`src/rtl/keeper_screen_draw_pkg.sv`:
```
// Shared VGA definitions for the keeper-screen draw stage: timing bus, RGB444 channel, fade FSM states.
package keeper_screen_draw_pkg;

  localparam int CNT_W   = 11;
  localparam int CH_W    = 4;
  localparam int LVL_W   = 5;
  localparam int LVL_MAX = 16;

  typedef enum logic [1:0] {FADE_IDLE, FADE_RUN, FADE_SHOWN} fade_state_e;

  typedef struct packed {
    logic [CNT_W-1:0] vcount;
    logic [CNT_W-1:0] hcount;
    logic             vsync;
    logic             vblnk;
    logic             hsync;
    logic             hblnk;
  } vga_bus_t;

  // (ch * level) >> 4, truncated back to one channel; level 16 is identity
  function automatic logic [CH_W-1:0] scale_ch(input logic [CH_W-1:0] ch,
                                                input logic [LVL_W-1:0] lvl);
    logic [8:0] p;
    p = 9'(ch) * 9'(lvl);
    return p[7:4];
  endfunction

endpackage

```
`src/rtl/keeper_screen_draw_fade_ctrl.sv`:
```
// Frame-based fade-in controller: counts vsync rising edges from 0 to 16 while enabled.
// Only built when KEEPER_FADE_EN is defined.
`ifdef KEEPER_FADE_EN
module keeper_screen_draw_fade_ctrl
  import keeper_screen_draw_pkg::*;
(
  input  logic             clk,
  input  logic             rst_n,
  input  logic             enable,
  input  logic             vsync_in,
  output logic [LVL_W-1:0] level,
  output logic             fade_done
);

  fade_state_e      state_q;
  logic [LVL_W-1:0] level_q;
  logic             fade_done_q;
  logic             vs_q;
  logic             vs_edge;

  assign vs_edge   = vsync_in & ~vs_q;
  assign level     = level_q;
  assign fade_done = fade_done_q;

  always_ff @(posedge clk or negedge rst_n) begin
    if (!rst_n) begin
      state_q     <= FADE_IDLE;
      level_q     <= '0;
      fade_done_q <= 1'b0;
      vs_q        <= 1'b0;
    end else begin
      vs_q <= vsync_in;
      if (!enable) begin
        state_q     <= FADE_IDLE;
        level_q     <= '0;
        fade_done_q <= 1'b0;
      end else begin
        case (state_q)
          // the edge coinciding with enable rising is deliberately dropped
          FADE_IDLE: state_q <= FADE_RUN;
          FADE_RUN: if (vs_edge) begin
            level_q <= level_q + 5'd1;
            if (level_q == 5'(LVL_MAX - 1)) begin
              state_q     <= FADE_SHOWN;
              fade_done_q <= 1'b1;
            end
          end
          FADE_SHOWN: begin
            level_q     <= 5'(LVL_MAX);
            fade_done_q <= 1'b1;
          end
          default: begin
            state_q     <= FADE_IDLE;
            level_q     <= '0;
            fade_done_q <= 1'b0;
          end
        endcase
      end
    end
  end

endmodule
`endif

```
`src/rtl/keeper_screen_draw.sv`:
```
// Keeper-screen draw stage: ROM address generation, 3-cycle timing pipeline, optional fade-in.
// Define KEEPER_FADE_EN to build the fade FSM and per-channel scaling.
module keeper_screen_draw
  import keeper_screen_draw_pkg::*;
#(
  parameter int IMG_WIDTH  = 1024,
  parameter int IMG_HEIGHT = 768,
  parameter int ADDR_WIDTH = 20,
  parameter int DATA_WIDTH = 12
) (
  input  logic                  clk,
  input  logic                  rst_n,
  input  logic                  enable,
  input  logic [CNT_W-1:0]      vcount_in,
  input  logic [CNT_W-1:0]      hcount_in,
  input  logic                  vsync_in,
  input  logic                  vblnk_in,
  input  logic                  hsync_in,
  input  logic                  hblnk_in,
  input  logic [DATA_WIDTH-1:0] rgb_in,
  output logic [ADDR_WIDTH-1:0] rom_addr,
  input  logic [DATA_WIDTH-1:0] rom_data,
  output logic [CNT_W-1:0]      vcount_out,
  output logic [CNT_W-1:0]      hcount_out,
  output logic                  vsync_out,
  output logic                  vblnk_out,
  output logic                  hsync_out,
  output logic                  hblnk_out,
  output logic [DATA_WIDTH-1:0] rgb_out,
  output logic                  fade_done
);

  localparam logic [CNT_W-1:0] IMG_W_C = CNT_W'(IMG_WIDTH);
  localparam logic [CNT_W-1:0] IMG_H_C = CNT_W'(IMG_HEIGHT);

  vga_bus_t              bus_in, bus1_q, bus2_q, bus3_q;
  logic                  inside_d, in1_q, in2_q, en1_q, en2_q;
  logic [ADDR_WIDTH-1:0] rom_addr_d, rom_addr_q;
  logic [DATA_WIDTH-1:0] rgb1_q, rgb2_q, rgb_out_d, rgb_out_q;
  logic [DATA_WIDTH-1:0] pix;

  assign bus_in = '{vcount: vcount_in, hcount: hcount_in, vsync: vsync_in,
                    vblnk: vblnk_in, hsync: hsync_in, hblnk: hblnk_in};

`ifdef KEEPER_FADE_EN
  logic [LVL_W-1:0] level;

  keeper_screen_draw_fade_ctrl u_fade (
    .clk       (clk),
    .rst_n     (rst_n),
    .enable    (enable),
    .vsync_in  (vsync_in),
    .level     (level),
    .fade_done (fade_done)
  );

  assign pix = {scale_ch(rom_data[11:8], level),
                scale_ch(rom_data[7:4],  level),
                scale_ch(rom_data[3:0],  level)};
`else
  logic fade_done_q;

  // without fading, "done" simply tracks enable through the pipeline
  always_ff @(posedge clk or negedge rst_n) begin
    if (!rst_n) fade_done_q <= 1'b0;
    else        fade_done_q <= en2_q;
  end

  assign fade_done = fade_done_q;
  assign pix       = rom_data;
`endif

  always_comb begin
    inside_d   = (hcount_in < IMG_W_C) && (vcount_in < IMG_H_C);
    rom_addr_d = '0;
    if (enable && inside_d) rom_addr_d = ADDR_WIDTH'({vcount_in[9:0], hcount_in[9:0]});
  end

  always_comb begin
    rgb_out_d = pix;
    if (bus2_q.hblnk || bus2_q.vblnk) rgb_out_d = '0;
    else if (!en2_q || !in2_q)        rgb_out_d = rgb2_q;
  end

  // stage 1 issues the ROM read, stage 2 waits out ROM latency, stage 3 registers outputs
  always_ff @(posedge clk or negedge rst_n) begin
    if (!rst_n) begin
      rom_addr_q <= '0;
      bus1_q     <= '0;
      bus2_q     <= '0;
      bus3_q     <= '0;
      en1_q      <= 1'b0;
      en2_q      <= 1'b0;
      in1_q      <= 1'b0;
      in2_q      <= 1'b0;
      rgb1_q     <= '0;
      rgb2_q     <= '0;
      rgb_out_q  <= '0;
    end else begin
      rom_addr_q <= rom_addr_d;
      bus1_q     <= bus_in;
      en1_q      <= enable;
      in1_q      <= inside_d;
      rgb1_q     <= rgb_in;
      bus2_q     <= bus1_q;
      en2_q      <= en1_q;
      in2_q      <= in1_q;
      rgb2_q     <= rgb1_q;
      bus3_q     <= bus2_q;
      rgb_out_q  <= rgb_out_d;
    end
  end

  assign rom_addr   = rom_addr_q;
  assign vcount_out = bus3_q.vcount;
  assign hcount_out = bus3_q.hcount;
  assign vsync_out  = bus3_q.vsync;
  assign vblnk_out  = bus3_q.vblnk;
  assign hsync_out  = bus3_q.hsync;
  assign hblnk_out  = bus3_q.hblnk;
  assign rgb_out    = rgb_out_q;

endmodule

```
`config.mk`:
```
export PLATFORM = sky130hd
export DESIGN_NAME = keeper_screen_draw
export DESIGN_NICKNAME = d
export VERILOG_FILES = /design/src/rtl/keeper_screen_draw_pkg.sv /design/src/rtl/keeper_screen_draw_fade_ctrl.sv /design/src/rtl/keeper_screen_draw.sv
export SDC_FILE = /design/constraint.sdc
export NUM_CORES = 1
export LEC_CHECK = 0
export CORE_MARGIN = 2
export CORE_UTILIZATION = 50
export DETAILED_ROUTE_END_ITERATION = 7
export PLACE_DENSITY = 0.95
export SLEW_MARGIN = 20
export SYNTH_ARGS = -nofsm -noshare
export SYNTH_HDL_FRONTEND = slang
export SYNTH_SLANG_ARGS = --single-unit
```
`constraint.sdc`:
```
create_clock -name clk -period 1.65 [get_ports clk]
set_input_delay 0.165 -clock clk [delete_from_list [all_inputs] [get_ports clk]]
set_output_delay 0.165 -clock clk [all_outputs]
set_load 0.03 [all_outputs]
```
# [After elaboration in Yosys (flattened, before gate mapping)]
# Index checks and enable logic that the tools add are counted.
[op_classes] add_sub_neg=0 mul=0 n_div=0 magnitude_cmp=2 eq_ne=0 shift=0 muxes=3 bitwise_logic=0 reduce_logical=6
[op_table] cell="12-bit 2-to-1 mux" count=2
[op_table] cell="20-bit 2-to-1 mux" count=1
[op_table] cell="11-bit by 10-bit less-than comparator with 1-bit output, second input constant" count=1
[op_table] cell="11-bit less-than comparator, second input constant" count=1
[op_table] cell="1-bit logical AND" count=2
[op_table] cell="1-bit zero test" count=2
[op_table] cell="1-bit logical OR" count=2
[totals] register_bits=139 latch_bits=0 ramBits=0 romBits=0 input_bits=53 out_inout_bits=59 word_cells=38 mem_count=0

# [Logic depth before layout (Yosys ltp)]
[depth] word_depth=4 depth_mapped=4 mapped_depth_nobuf=2

# [Least setup slack after synthesis]
# No wires, ideal clock.
[synth_path] kind="register to register" start="reg bus2_q[2] in the netlist's numbering" end="reg rgb_out_q[10] (netlist: rgb_out[10])" setup_time_ns=0.078 t_arrival_ns=0.954 required_ns=1.572 slack_ns=0.618 path_stages_with_launch=4 n_path_buf=1 synth_period_minus_slack_ns=1.032 cell_sequence="dfrtp_1 > or2_2 > clkbuf_1 > a21oi_1"
[synth_via] elab_chain_len=2
[synth_rtl] element="from (decl)" line="keeper_screen_draw.sv:36" text="vga_bus_t bus_in, bus1_q, bus2_q, bus3_q;"
[synth_rtl] element="from (signal assigned)" line="keeper_screen_draw.sv:105" text="bus2_q <= bus1_q;"
[synth_rtl] element="1-bit logical OR" line="keeper_screen_draw.sv:81" text="if (bus2_q.hblnk || bus2_q.vblnk) rgb_out_d = '0;"
[synth_rtl] element="12-bit 2-to-1 mux" line="keeper_screen_draw.sv:81"
[synth_rtl] element="named net rgb_out_d[10]" line="keeper_screen_draw.sv:39" text="logic [DATA_WIDTH-1:0] rgb1_q, rgb2_q, rgb_out_d, rgb_out_q;"
[synth_rtl] element="to (signal assigned)" line="keeper_screen_draw.sv:110" text="rgb_out_q <= rgb_out_d;"
[synth_rtl] element="to (decl)" line="keeper_screen_draw.sv:39"
# The timed path passes the listed nets, and every way through them passes these cells.

# [Worst setup path in the final report]
[layout_path] start="reg bus3_q, in the netlist hblnk_out" end="out hblnk_out"
[layout_rtl] element="from (decl)" line="keeper_screen_draw.sv:36"
[layout_rtl] element="from (signal assigned)" line="keeper_screen_draw.sv:109" text="bus3_q <= bus2_q;"
[layout_rtl] element="to (decl)" line="keeper_screen_draw.sv:28" text="output logic hblnk_out,"
# No word-level cell between the ends.

==> results.py <==
metrics = {
    "sta": {
        "hold_violations": 0,
        "tightest_slew_ns": 0.473,
        "hold_ws_ns": 0.0897,
        "clock_skew_ns": 0.00811,
        "finalSetupViolations": 0,
        "fin_setup_tns_ns": 0,
        "layout_min_cycle_time_ns": 1.46,
        "max_freq_ghz": 0.685,
        "min_period_over_period": 0.885,
        "rsz0062_at_grt": "false",
        "slew_viol_final": 0,
        "setup_ws_ns": 0.189,
        "slew_headroom": 0.684,
    },
    "placement": {
        "finalWeightedCongestion": 0.684,
        "numPortBuffers": 111,
        "place_hpwl_um": 4850,
        "place_ws_ns": 0.120,
    },
    "pwr": {
        "power_mw": 8.10,
        "p_leak_nw": 2.79,
        "peakVddDrop_v": 0.00103,
        "powerDensity_mw_per_mm2": 1380,
    },
    "logic_synthesis": {
        "synth_top_area_cell": "dfrtp_1",
        "ys_top_cells_by_area": "dfrtp_1 86%, nor3b_2 6.2%, a21bo_2 3.0%",
        "synth_compound_area_frac": 0.0444,
        "synth_fp_nets": 261,
        "yosysTopAreaCellShare": 0.857,
        "yosys.area_share.adder": 0,
        "synth_cell_types": 13,
        "syn_avg_cell_area_um2": 19.5,
        "synth.most_common_cell": "dfrtp_1",
        "synth_top_family_by_area": "simple AND/OR/NAND/NOR gates",
        "synth-edff-count": 0,
        "synthTopCellsByCount": "139 x dfrtp_1, 20 x nor3b_2, 12 x a21bo_2, 12 x a21oi_1, 12 x nand3_1",
        "synth_mux_area_frac": 0,
        "synth-seq-cells": 139,
        "yosysWarnings": 0,
        "async_flop_share": 1.00,
        "synth-simple-area-share": 0.0836,
        "syn-cell-area_mm2": 0.00406,
        "synth_top_flop_cell": "dfrtp_1",
        "synth_cells": 208,
        "ys_seq_area_frac": 0.857,
        "synth-xor-area-share": 0,
    },
    "drt": {
        "first_pass_iters": 6,
        "met1Wirelength_um": 2820,
        "wl_per_cell_um": 17.1,
        "drc": 0,
        "finalWirelength_um": 7700,
        "wl_met2_um": 4210,
        "top_layer_used": "met4",
        "dr_total_vias": 2138,
        "wl_met3_um": 475,
        "vias_per_cell": 4.75,
        "postRouteAntennaNets": 0,
        "drtIter0Drc": 69,
    },
    "critical_path": {
        "cp.required_ns": 1.48,
        "worstSetupPathType": "reg -> out",
        "worstPathArrival_ns": 1.30,
        "r2r_slack_ns": 0.53,
        "cp.buffers_inverters": 1,
        "timing.rr.start": "en2_q",
        "max_stage_delay_ns": 0.43,
        "path_cells": "dlygate4sd2_1",
        "reg2reg_to": "rgb_out[7]",
        "path_delay_family": "buffers and inverters",
        "slowest_stage": "dlygate4sd2_1",
        "rr_worst_depth": 3,
        "start_kind": "flop",
        "cp-end-kind": "output port",
        "critPathMaxFanout": 1,
    },
    "layout": {
        "drive_gt1_frac": 0.207,
        "finalNetCount": 389,
        "syn2layout_area_growth_pct": 44.8,
        "antenna_cells": 0,
    },
    "clock_tree": {
        "clockBufferDepth": 2,
        "postCtsSetupRepairBufs": 0,
        "cts_tree": "yes",
        "cts.reportedPaths.clkPinSlew_ns": 0.06,
        "clock-sinks": 139,
        "root_buffer": "clkbuf_8",
        "cts_made_buffers": 17,
        "cts_max_level": 4,
        "insertion_delay_ns": 0.51,
    },
    "min_path": {
        "min_from": "rgb_in[5]",
        "min_path_type": "in -> reg",
        "worstHoldPathCells": 1,
        "worst_hold_path.endpoint": "rgb1_q[5]",
    },
    "floorplan": {
        "fp.dieW_um": 94.1,
        "start_util": 0.520,
        "io_pins": 112,
        "row_count": 32,
        "die_area_mm2": 0.00885,
        "core_mm2": 0.00781,
        "die_h_um": 94.1,
    },
    "job": {
        "cap_violations": 0,
    },
    "global_route": {
        "grt_pass1_vias": 2306,
        "grt_max_degree": 54,
        "grt.total_usage": 0.191,
        "antenna_found_initial": 0,
        "overflow": 0,
        "grt_first_pass_wirelength_um": 11800,
    },
    "run_status": {
        "status": "complete, no violations",
    },
}
[final cells by class]
type | count | area, um2
clock buffer | 17 | 414
tap | 102 | 128
timing repair buffer | 118 | 1120
multi-input combinational | 60 | 519
sequential | 139 | 3480
clock inverter | 14 | 218
fill | 491 | 1930
[repair_timing]
action	CTS	global route
resized for setup	59	0
endpoints found under the hold margin	82	0
endpoints found under the setup margin	59	0
hold buffers	1	0
[kinds of logic (layout without fill, tap and decap cells)]
kind of cell,after synthesis,after routing
compound gates,24,24
buf+inv,9,149
flops,139,139
simple gates,36,36
[routing by layer]
layer,vias to the layer above,GRT usage
li1,948,-
met5,-,0
met3,19,0.0642
met2,89,0.330
met1,1082,0.208
met4,0,0.0966
[layout by cell type, fill, tap and decap left out]
master / count
dfrtp_1: 139
dlygate4sd2_1: 59
clkdlybuf4s50_1: 51
nor3b_2: 20
clkbuf_16: 16
nand3_1: 12
a21bo_2: 12
a21oi_1: 12
bufinv_16: 5
clkinv_4: 4
buf_4: 4
clkinv_2: 3
inv_6: 2
buf_12: 2
and2_1: 1
nor3_1: 1
or3b_4: 1
or2_2: 1
clkbuf_8: 1
dlygate4sd3_1: 1
buf_6: 1
[through the flow]
step,utilization,instance area (um2),std cells
2_1_floorplan,-,4060,208
3_3_place_gp,0.680,5310,418
3_5_place_dp,0.680,5310,418
4_1_cts,0.753,5880,450
5_1_grt,0.753,5880,450
6_report,0.753,5880,450
[worst max path at each step]
stage	start	end	slack, ns	cells past startpoint
final	hblnk_out	hblnk_out	0.19	1
after global placement	hcount_in[10]	rom_addr[19]	0.14	3
after CTS	rom_addr[4]	rom_addr[4]	0.15	1
after global routing	rom_addr[4]	rom_addr[4]	0.15	1
after detailed placement	hcount_in[10]	rom_addr[0]	0.12	3
after floorplan	bus2_q[2]	rgb_out[10]	0.62	3
[sequential cells by signal (all words and copies together), names as in the netlist]
| name | count |
|---|---|
| rom_addr | 20 |
| fade_done | 1 |
| in1_q | 1 |
| in2_q | 1 |
| rgb1_q | 12 |
| vsync_out | 1 |
| bus1_q | 26 |
| en1_q | 1 |
| rgb_out | 12 |
| en2_q | 1 |
| hblnk_out | 1 |
| vblnk_out | 1 |
| vcount_out | 11 |
| hcount_out | 11 |
| hsync_out | 1 |
| bus2_q | 26 |
| rgb2_q | 12 |
[worst reg2reg max path, delay by kind of cell (launching register included)]
family          cells  cell delay, ns
compound gates      2            0.44
flops               1            0.37
buf+inv             1            0.21
[power breakdown]
part / internal, mW / switching [mW]
registers: 3.56 / 0.0430
logic: 0.222 / 0.293
clock network: 2.61 / 1.37
total: 6.39 / 1.71
Power figures use the tool's default switching activity.
